$ cat src/rtl/wb_write_queue_pkg.sv
// Shared definitions for the writeback write queue.
//   DATA_W_DEF / ADDR_W_DEF : default register data and index widths
//   NUM_REGS                : register count for the default index width
//   wb_entry_t              : one queued register write {rd, data}
//   occ_width()             : bits needed to count 0..depth entries
package wb_write_queue_pkg;

  localparam int DATA_W_DEF = 8;
  localparam int ADDR_W_DEF = 2;
  localparam int NUM_REGS   = 1 << ADDR_W_DEF;

  typedef struct packed {
    logic [ADDR_W_DEF-1:0] rd;
    logic [DATA_W_DEF-1:0] data;
  } wb_entry_t;

  // One extra bit over the pointer width so "full" is representable.
  function automatic int occ_width(input int depth);
    return $clog2(depth) + 1;
  endfunction

endpackage

$ cat src/rtl/wb_fwd_lookup.sv
// Combinational youngest-match search over the queued writes.
//   vld      : per-slot valid, slot 0 is the oldest (head) entry
//   rd_arr   : destination register per slot
//   data_arr : value per slot
//   q        : register being looked up
//   hit/data : youngest matching entry; 0/0 when nothing matches
module wb_fwd_lookup #(
  parameter int DEPTH  = 2,
  parameter int DATA_W = 8,
  parameter int ADDR_W = 2
) (
  input  logic [DEPTH-1:0]  vld,
  input  logic [ADDR_W-1:0] rd_arr   [DEPTH],
  input  logic [DATA_W-1:0] data_arr [DEPTH],
  input  logic [ADDR_W-1:0] q,
  output logic              hit,
  output logic [DATA_W-1:0] data
);

  // Slots are age-ordered, so a later match overrides an earlier one.
  always_comb begin
    hit  = 1'b0;
    data = '0;
    for (int k = 0; k < DEPTH; k++) begin
      if (vld[k] && (rd_arr[k] == q)) begin
        hit  = 1'b1;
        data = data_arr[k];
      end
    end
  end

endmodule

$ cat src/rtl/wb_write_queue.sv
// In-order queue between the WB stage and the register file write port.
//   in_*        : result handshake from WB (in_ready = not full)
//   flush       : synchronous clear, also discards a same-cycle push
//   wb_hold     : blocks draining this cycle
//   rf_*        : register file write port, one write per cycle
//   q_rs / q_rt : forwarding queries, answered from queued entries only
//   pending     : per-register "write still queued" scoreboard
//   occupancy   : number of valid entries
module wb_write_queue
  import wb_write_queue_pkg::*;
#(
  parameter int DEPTH  = 2,
  parameter int DATA_W = DATA_W_DEF,
  parameter int ADDR_W = ADDR_W_DEF
) (
  input  logic                         clk,
  input  logic                         rst_n,
  input  logic                         in_valid,
  output logic                         in_ready,
  input  logic                         in_reg_write,
  input  logic [ADDR_W-1:0]            in_rd,
  input  logic [DATA_W-1:0]            in_data,
  input  logic                         flush,
  input  logic                         wb_hold,
  output logic                         rf_we,
  output logic [ADDR_W-1:0]            rf_rd,
  output logic [DATA_W-1:0]            rf_wdata,
  input  logic [ADDR_W-1:0]            q_rs,
  input  logic [ADDR_W-1:0]            q_rt,
  output logic                         fwd_rs_hit,
  output logic [DATA_W-1:0]            fwd_rs_data,
  output logic                         fwd_rt_hit,
  output logic [DATA_W-1:0]            fwd_rt_data,
  output logic [(1<<ADDR_W)-1:0]       pending,
  output logic [occ_width(DEPTH)-1:0]  occupancy
);

  localparam int PTR_W = $clog2(DEPTH);
  localparam int OCC_W = occ_width(DEPTH);

  logic [ADDR_W-1:0] rd_mem   [DEPTH];
  logic [DATA_W-1:0] data_mem [DEPTH];
  logic [PTR_W-1:0]  head, tail;
  logic [OCC_W-1:0]  count;

  logic full, empty, push, pop;

  // Age-ordered view of the storage: slot 0 is the head.
  logic [DEPTH-1:0]  age_vld;
  logic [ADDR_W-1:0] age_rd   [DEPTH];
  logic [DATA_W-1:0] age_data [DEPTH];

  assign full  = (count == OCC_W'(DEPTH));
  assign empty = (count == '0);

  // in_ready looks only at full so nothing on the drain side feeds back
  // combinationally into the WB handshake.
  assign in_ready = !full;
  assign push     = in_valid && in_ready && in_reg_write && !flush;
  assign pop      = rf_we;

  assign rf_we    = !empty && !wb_hold && !flush;
  assign rf_rd    = empty ? '0 : rd_mem[head];
  assign rf_wdata = empty ? '0 : data_mem[head];

  assign occupancy = count;

  always_ff @(posedge clk or negedge rst_n) begin
    if (!rst_n) begin
      head  <= '0;
      tail  <= '0;
      count <= '0;
    end else if (flush) begin
      head  <= '0;
      tail  <= '0;
      count <= '0;
    end else begin
      if (push) tail <= tail + PTR_W'(1);
      if (pop)  head <= head + PTR_W'(1);
      case ({push, pop})
        2'b10:   count <= count + OCC_W'(1);
        2'b01:   count <= count - OCC_W'(1);
        default: count <= count;
      endcase
    end
  end

  // Payload storage needs no reset: every read is qualified by count.
  always_ff @(posedge clk) begin
    if (push) begin
      rd_mem[tail]   <= in_rd;
      data_mem[tail] <= in_data;
    end
  end

  always_comb begin
    for (int k = 0; k < DEPTH; k++) begin
      age_vld[k]  = (OCC_W'(k) < count);
      age_rd[k]   = rd_mem[head + PTR_W'(k)];
      age_data[k] = data_mem[head + PTR_W'(k)];
    end
  end

  always_comb begin
    pending = '0;
    for (int k = 0; k < DEPTH; k++) begin
      if (age_vld[k]) pending[age_rd[k]] = 1'b1;
    end
  end

  wb_fwd_lookup #(.DEPTH(DEPTH), .DATA_W(DATA_W), .ADDR_W(ADDR_W)) u_fwd_rs (
    .vld      (age_vld),
    .rd_arr   (age_rd),
    .data_arr (age_data),
    .q        (q_rs),
    .hit      (fwd_rs_hit),
    .data     (fwd_rs_data)
  );

  wb_fwd_lookup #(.DEPTH(DEPTH), .DATA_W(DATA_W), .ADDR_W(ADDR_W)) u_fwd_rt (
    .vld      (age_vld),
    .rd_arr   (age_rd),
    .data_arr (age_data),
    .q        (q_rt),
    .hit      (fwd_rt_hit),
    .data     (fwd_rt_data)
  );

endmodule

$ cat config.mk
export PLATFORM = sky130hd
export DESIGN_NAME = wb_write_queue
export DESIGN_NICKNAME = d
export VERILOG_FILES = /design/src/rtl/wb_write_queue_pkg.sv /design/src/rtl/wb_fwd_lookup.sv /design/src/rtl/wb_write_queue.sv
export SDC_FILE = /design/constraint.sdc
export NUM_CORES = 1
export LEC_CHECK = 0
export ABC_AREA = 1
export ABC_CLOCK_PERIOD_IN_PS = 5600
export CAP_MARGIN = 20
export CORE_ASPECT_RATIO = 2
export CORE_UTILIZATION = 31
export CTS_CLUSTER_DIAMETER = 50
export DETAILED_ROUTE_END_ITERATION = 7
export PLACE_DENSITY_LB_ADDON = 0.15
export SETUP_SLACK_MARGIN = 0.4
export SYNTH_ARGS = -nofsm -noshare
export SYNTH_HDL_FRONTEND = slang
export SYNTH_HIERARCHICAL = 1
export SYNTH_SLANG_ARGS = --single-unit
$ cat constraint.sdc
create_clock -name clk -period 5.6 [get_ports clk]
set_clock_uncertainty 0.2 [all_clocks]
set_input_delay 1.12 -clock clk [delete_from_list [all_inputs] [get_ports clk]]
set_output_delay 1.12 -clock clk [all_outputs]
set_load 0.05 [all_outputs]
* Word level (Yosys, flattened, before mapping)
Memory sizes are Yosys's and may differ from the RTL's.
Cells that the tools add are included.
** Cells by class
- $add $sub $neg :: 4
- Magnitude comparators :: 6
- Equal/unequal tests :: 7
- Muxes and demuxes :: 24
- Bitwise operators :: 1
- Reductions and logical operators :: 19
** Operators by type and width (number)
- $mux W8 :: 5
- $mux W1 :: 12
- $logic_and A1 B1 Y1 :: 11
- $eq A2 B2 Y1 :: 4
- $mux W4 :: 2
- $lt A2 B3 Y1 const B :: 2
- $demux W1 S2 :: 2
- $eq A2 B2 Y1 const B :: 2
- $ge A2 B1 Y1 const B :: 2
- $logic_not A1 Y1 :: 4
- $lt A1 B2 Y1 const A :: 2
- $mux W2 :: 2
- $or A4 B4 Y4 :: 1
- $pmux W2 S2 :: 1
- $reduce_bool A2 Y1 :: 2
- $reduce_bool A3 Y1 :: 1
- $add A1 B1 Y1 const B :: 2
- $add A2 B1 Y2 const B :: 1
- $eq A2 B1 Y1 const B :: 1
- $logic_not A2 Y1 :: 1
- $sub A2 B1 Y2 const B :: 1
** Word-level totals
- Register bits after elaboration :: 4
- Memory bits (writable) :: 20
- Output and inout bits :: 36
- Memories kept :: 2
** Memory list
- data_mem :: depth 2, width 8, rd ports 2, clocked after memory_dff 0, write ports 1, line wb_write_queue.sv:42 : logic [DATA_W-1:0] data_mem [DEPTH];
- rd_mem :: depth 2, width 2, rd ports 2, clocked after memory_dff 0, write ports 1, line wb_write_queue.sv:41 : logic [ADDR_W-1:0] rd_mem [DEPTH];

* Logic depth before layout (Yosys ltp)
- Depth after elaboration :: 8
- Depth in mapped cells :: 10
- Depth with buffers taken out :: 10

* Modules after synthesis
The synthesis kept the hierarchy.
** Modules (own cells, without submodules)
- wb_write_queue :: instances 1, cells an instance 147, area each 1241.2 um^2, sequential area each 700.7 um^2
- wb_fwd_lookup :: instances 2, cells an instance 44, area each 244.0 um^2, sequential area each 0.0 um^2

* Worst setup path after synthesis
OpenSTA, ideal clock, no wires.
- Path kind :: register -> output
- Start point :: register count[0] (netlist: occupancy[0])
- End point :: output fwd_rs_hit
- Data arrival time :: 2545 ps
- Data required time :: 4280 ps
- Path slack :: 1735 ps
- Cell stages (with the launch flop) :: 7
- Path buffers :: 1
- Path through :: dfrtp_1 inv_1 ha_1 clkbuf_1 inv_1 nand3_2 o21ai_0
** Between the ends
- Cells in the longest elaborated chain, start to end :: 4
- Elaborated cells between the ends (all ways) :: 6
- Classes of those cells :: order compare (2); mux (2); reduce/logical (2)
** Ends and longest elaborated chain
- start: declaration :: line wb_write_queue.sv:44 : logic [OCC_W-1:0] count;
- start signal: assignment :: line wb_write_queue.sv:81 : 2'b10: count <= count + OCC_W'(1);
- start signal: assignment :: line wb_write_queue.sv:82 : 2'b01: count <= count - OCC_W'(1);
- start signal: assignment :: line wb_write_queue.sv:83 : default: count <= count;
- $lt A1 B2 Y1 :: line wb_write_queue.sv:98 : age_vld[k] = (OCC_W'(k) < count);
- named net age_vld[0] :: line wb_write_queue.sv:49 : logic [DEPTH-1:0] age_vld;
- $logic_and A1 B1 Y1 :: line wb_fwd_lookup.sv:25 : if (vld[k] && (rd_arr[k] == q)) begin
- $mux W1 (2 in series) :: line wb_fwd_lookup.sv:25
- end: declaration :: line wb_write_queue.sv:30 : output logic fwd_rs_hit,
The timed path passes the listed nets, and every way through them passes these cells.

* Final worst setup path
- Start point :: input q_rs[0]
- End point :: output fwd_rs_data[4]
** Between the ends
- Cells in the longest elaborated chain, start to end :: 4
- Elaborated cells between the ends (all ways) :: 6
- Classes of those cells :: eq/ne (2); mux (2); reduce/logical (2)
** Ends and longest elaborated chain
- start: declaration :: line wb_write_queue.sv:28 : input logic [ADDR_W-1:0] q_rs,
- $eq A2 B2 Y1 :: line wb_fwd_lookup.sv:25
- $logic_and A1 B1 Y1 :: line wb_fwd_lookup.sv:25
- $mux W8 :: line wb_fwd_lookup.sv:25
- $mux W8 * :: line wb_fwd_lookup.sv:25
- end: declaration :: line wb_write_queue.sv:31 : output logic [DATA_W-1:0] fwd_rs_data,
Every way passes the cells marked *; elsewhere a longest branch is shown, timed or not.

==> results.yml <==
outcome:
  status: "completed"
worst_setup_path:
  r2r_cells: 7
  start_kind: "primary input"
  worstPathRequired_ps: 4280
  worstSetupEndpointType: "primary output"
  worstPathMaxFanout: 8
  worst_ep_arrival_time_ps: 3030
  crit_type: "primary input to primary output"
  rrSetupSlack_ps: 3220
routing:
  drt_iter0_drc: 32
  post_drt_wl_per_cell_um: 11.7
  routed_wl_mm: 4.08
  drc: 0
  dr.pass1.iters: 4
  vias: 1634
  viasPerCell: 4.70
  postRouteAntennaNets: 0
grt:
  grt_pass1_wl_mm: 6.53
  antenna_found_initial: 0
  grt_overflow: 0
  grt_usage: 0.150
  grt_start_max_net_pins: 26
  grt_pass1_vias: 1542
clock_network:
  worstSkewPairLatency_ps: 250
  cts-root-buf: "clkbuf_8"
  cts_setup_buffers: 0
  clk_pin_slew_ps: 80
  hold_buffers: 0
  cts-buffers-inserted: 3
  clockBufferDepth: 2
  cts_resized: 0
  cts_num_sinks: 24
  h-tree-depth: 1
  cts_tree: "built"
logic_synthesis:
  ys_types: 22
  syn_area_per_cell_um2: 7.36
  ys_warn_count: 6
  synth-seq-area-share: 0.405
  synth_area_um2: 1730
  ys_ff_latch: 24
  synth.net_count: 258
  synth_cells: 235
min_path:
  hold_depth: 1
  holdCritPathClass: "flop to flop"
final_layout:
  syn_to_final_growth_pct: 35.7
  drive_gt1_frac: 0.0694
  mostFrequentLayoutCells: "nand2_1, clkdlybuf4s50_1, nand3_1"
  n_antenna_cell: 0
  nets: 312
  final_common_cell: "nand2_1"
timing:
  finalSetupViolations: 0
  worst_slew_pin_slew_ps: 878
  tns_ps: 0
  max_slew_margin: 0.412
  hold_violations: 0
  period_share: 0.777
  rsz0062_at_grt: "no"
  min_period_ps: 4350
  maxSlewViolCount: 0
  timing.fmax_ghz: 0.230
  hold_ws_ps: 298
power_and_ir_drop:
  vdd_drop_max_mv: 0.273
  power_density_nw_per_um2: 464
  leakagePower_uw: 0.00106
placed_design:
  portBuffers: 55
  hpwl_mm: 3.45
  gp_congestion: 0.831
flow_run:
  max_cap_violations: 0
die:
  die_w_um: 54.8
  start_util: 0.322
  die_area_um2: 5900
  fp.coreArea_um2: 5370
  row_count: 38
  ioPinCount: 56
  die_y_um: 108
-- cells in the mapped netlist, drive strengths merged --
cell,number,area [µm²]
buf,5,50.0
nor2,10,52.6
nand2,95,372
o22ai,1,6.26
inv,28,105
edfxtp,20,601
a21oi,12,82.6
ha,3,37.5
xor2,2,17.5
nand3,41,225
clkbuf,1,3.75
dfrtp,4,100
o21ai,11,58.8
and2,2,17.5
-- power breakdown --
| group | switching [µW] | internal (µW) |
|---|---|---|
| clock | 46.8 | 50.6 |
| sequential | 21.0 | 208 |
| combinational | 528 | 234 |
-- registers in the layout (all words and copies together), names as in the netlist --
register,flops
data_mem,16
head,1
occupancy,2
rd_mem,4
tail,1
-- worst paths after layout --
check                                    startpoint                        to
max in group asynchronous                     rst_n  occupancy[0]$_DFFE_PN0P_
min reg2reg                        tail$_DFFE_PN0P_          tail$_DFFE_PN0P_
max reg2reg                occupancy[0]$_DFFE_PN0P_  data_mem[0][5]$_DFFE_PP_
min in group asynchronous                     rst_n          tail$_DFFE_PN0P_
min                                tail$_DFFE_PN0P_          tail$_DFFE_PN0P_
max                                         q_rs[0]            fwd_rs_data[4]
-- metal layers --
metal	GRT usage	up-vias	wire length, µm
li1	-	872	-
met1	0.153	720	1550
met2	0.288	36	2340
met3	0.00565	6	119
met4	0.0604	0	61
met5	0	-	0
-- layout make-up --
class,instances,area (µm²)
fill,555,3030
multi-input combinational,177,870
sequential,24,701
timing repair buffer,55,551
inverter,28,105
tap,60,75.1
clock buffer,4,45.0
-- through the flow --
stage	power, µW	setup WS [ps]	area (µm²)	instances	util
after floorplan	785	1730	1730	235	-
after global placement	997	1230	2300	344	0.428
after detailed placement	1000	1220	2300	344	0.428
after CTS	1100	1230	2350	348	0.437
after global routing	1160	1000	2350	348	0.437
final	1090	1250	2350	348	0.437
-- cells by family (layout without fill, tap and decap cells) --
family | count (synthesis) | count (layout) | share of synthesized area
AOI/OAI and AO/OA | 24 | 24 | 0.0854
xor gates and xnor gates | 2 | 2 | 0.0101
adders and majority gates | 3 | 3 | 0.0217
buffers and inverters | 34 | 87 | 0.0919
DFF | 24 | 24 | 0.405
and+or+nand+nor | 148 | 148 | 0.386
-- critical path, cell delays in order --
cell,delay (ps)
clkdlybuf4s50_1,520
inv_2,60
nand2_1,70
nand3_2,90
nor2_4,190
nand3_1,90
nand2_1,80
clkdlybuf4s50_1,800
No activity file was read; power rests on OpenSTA's default activity.
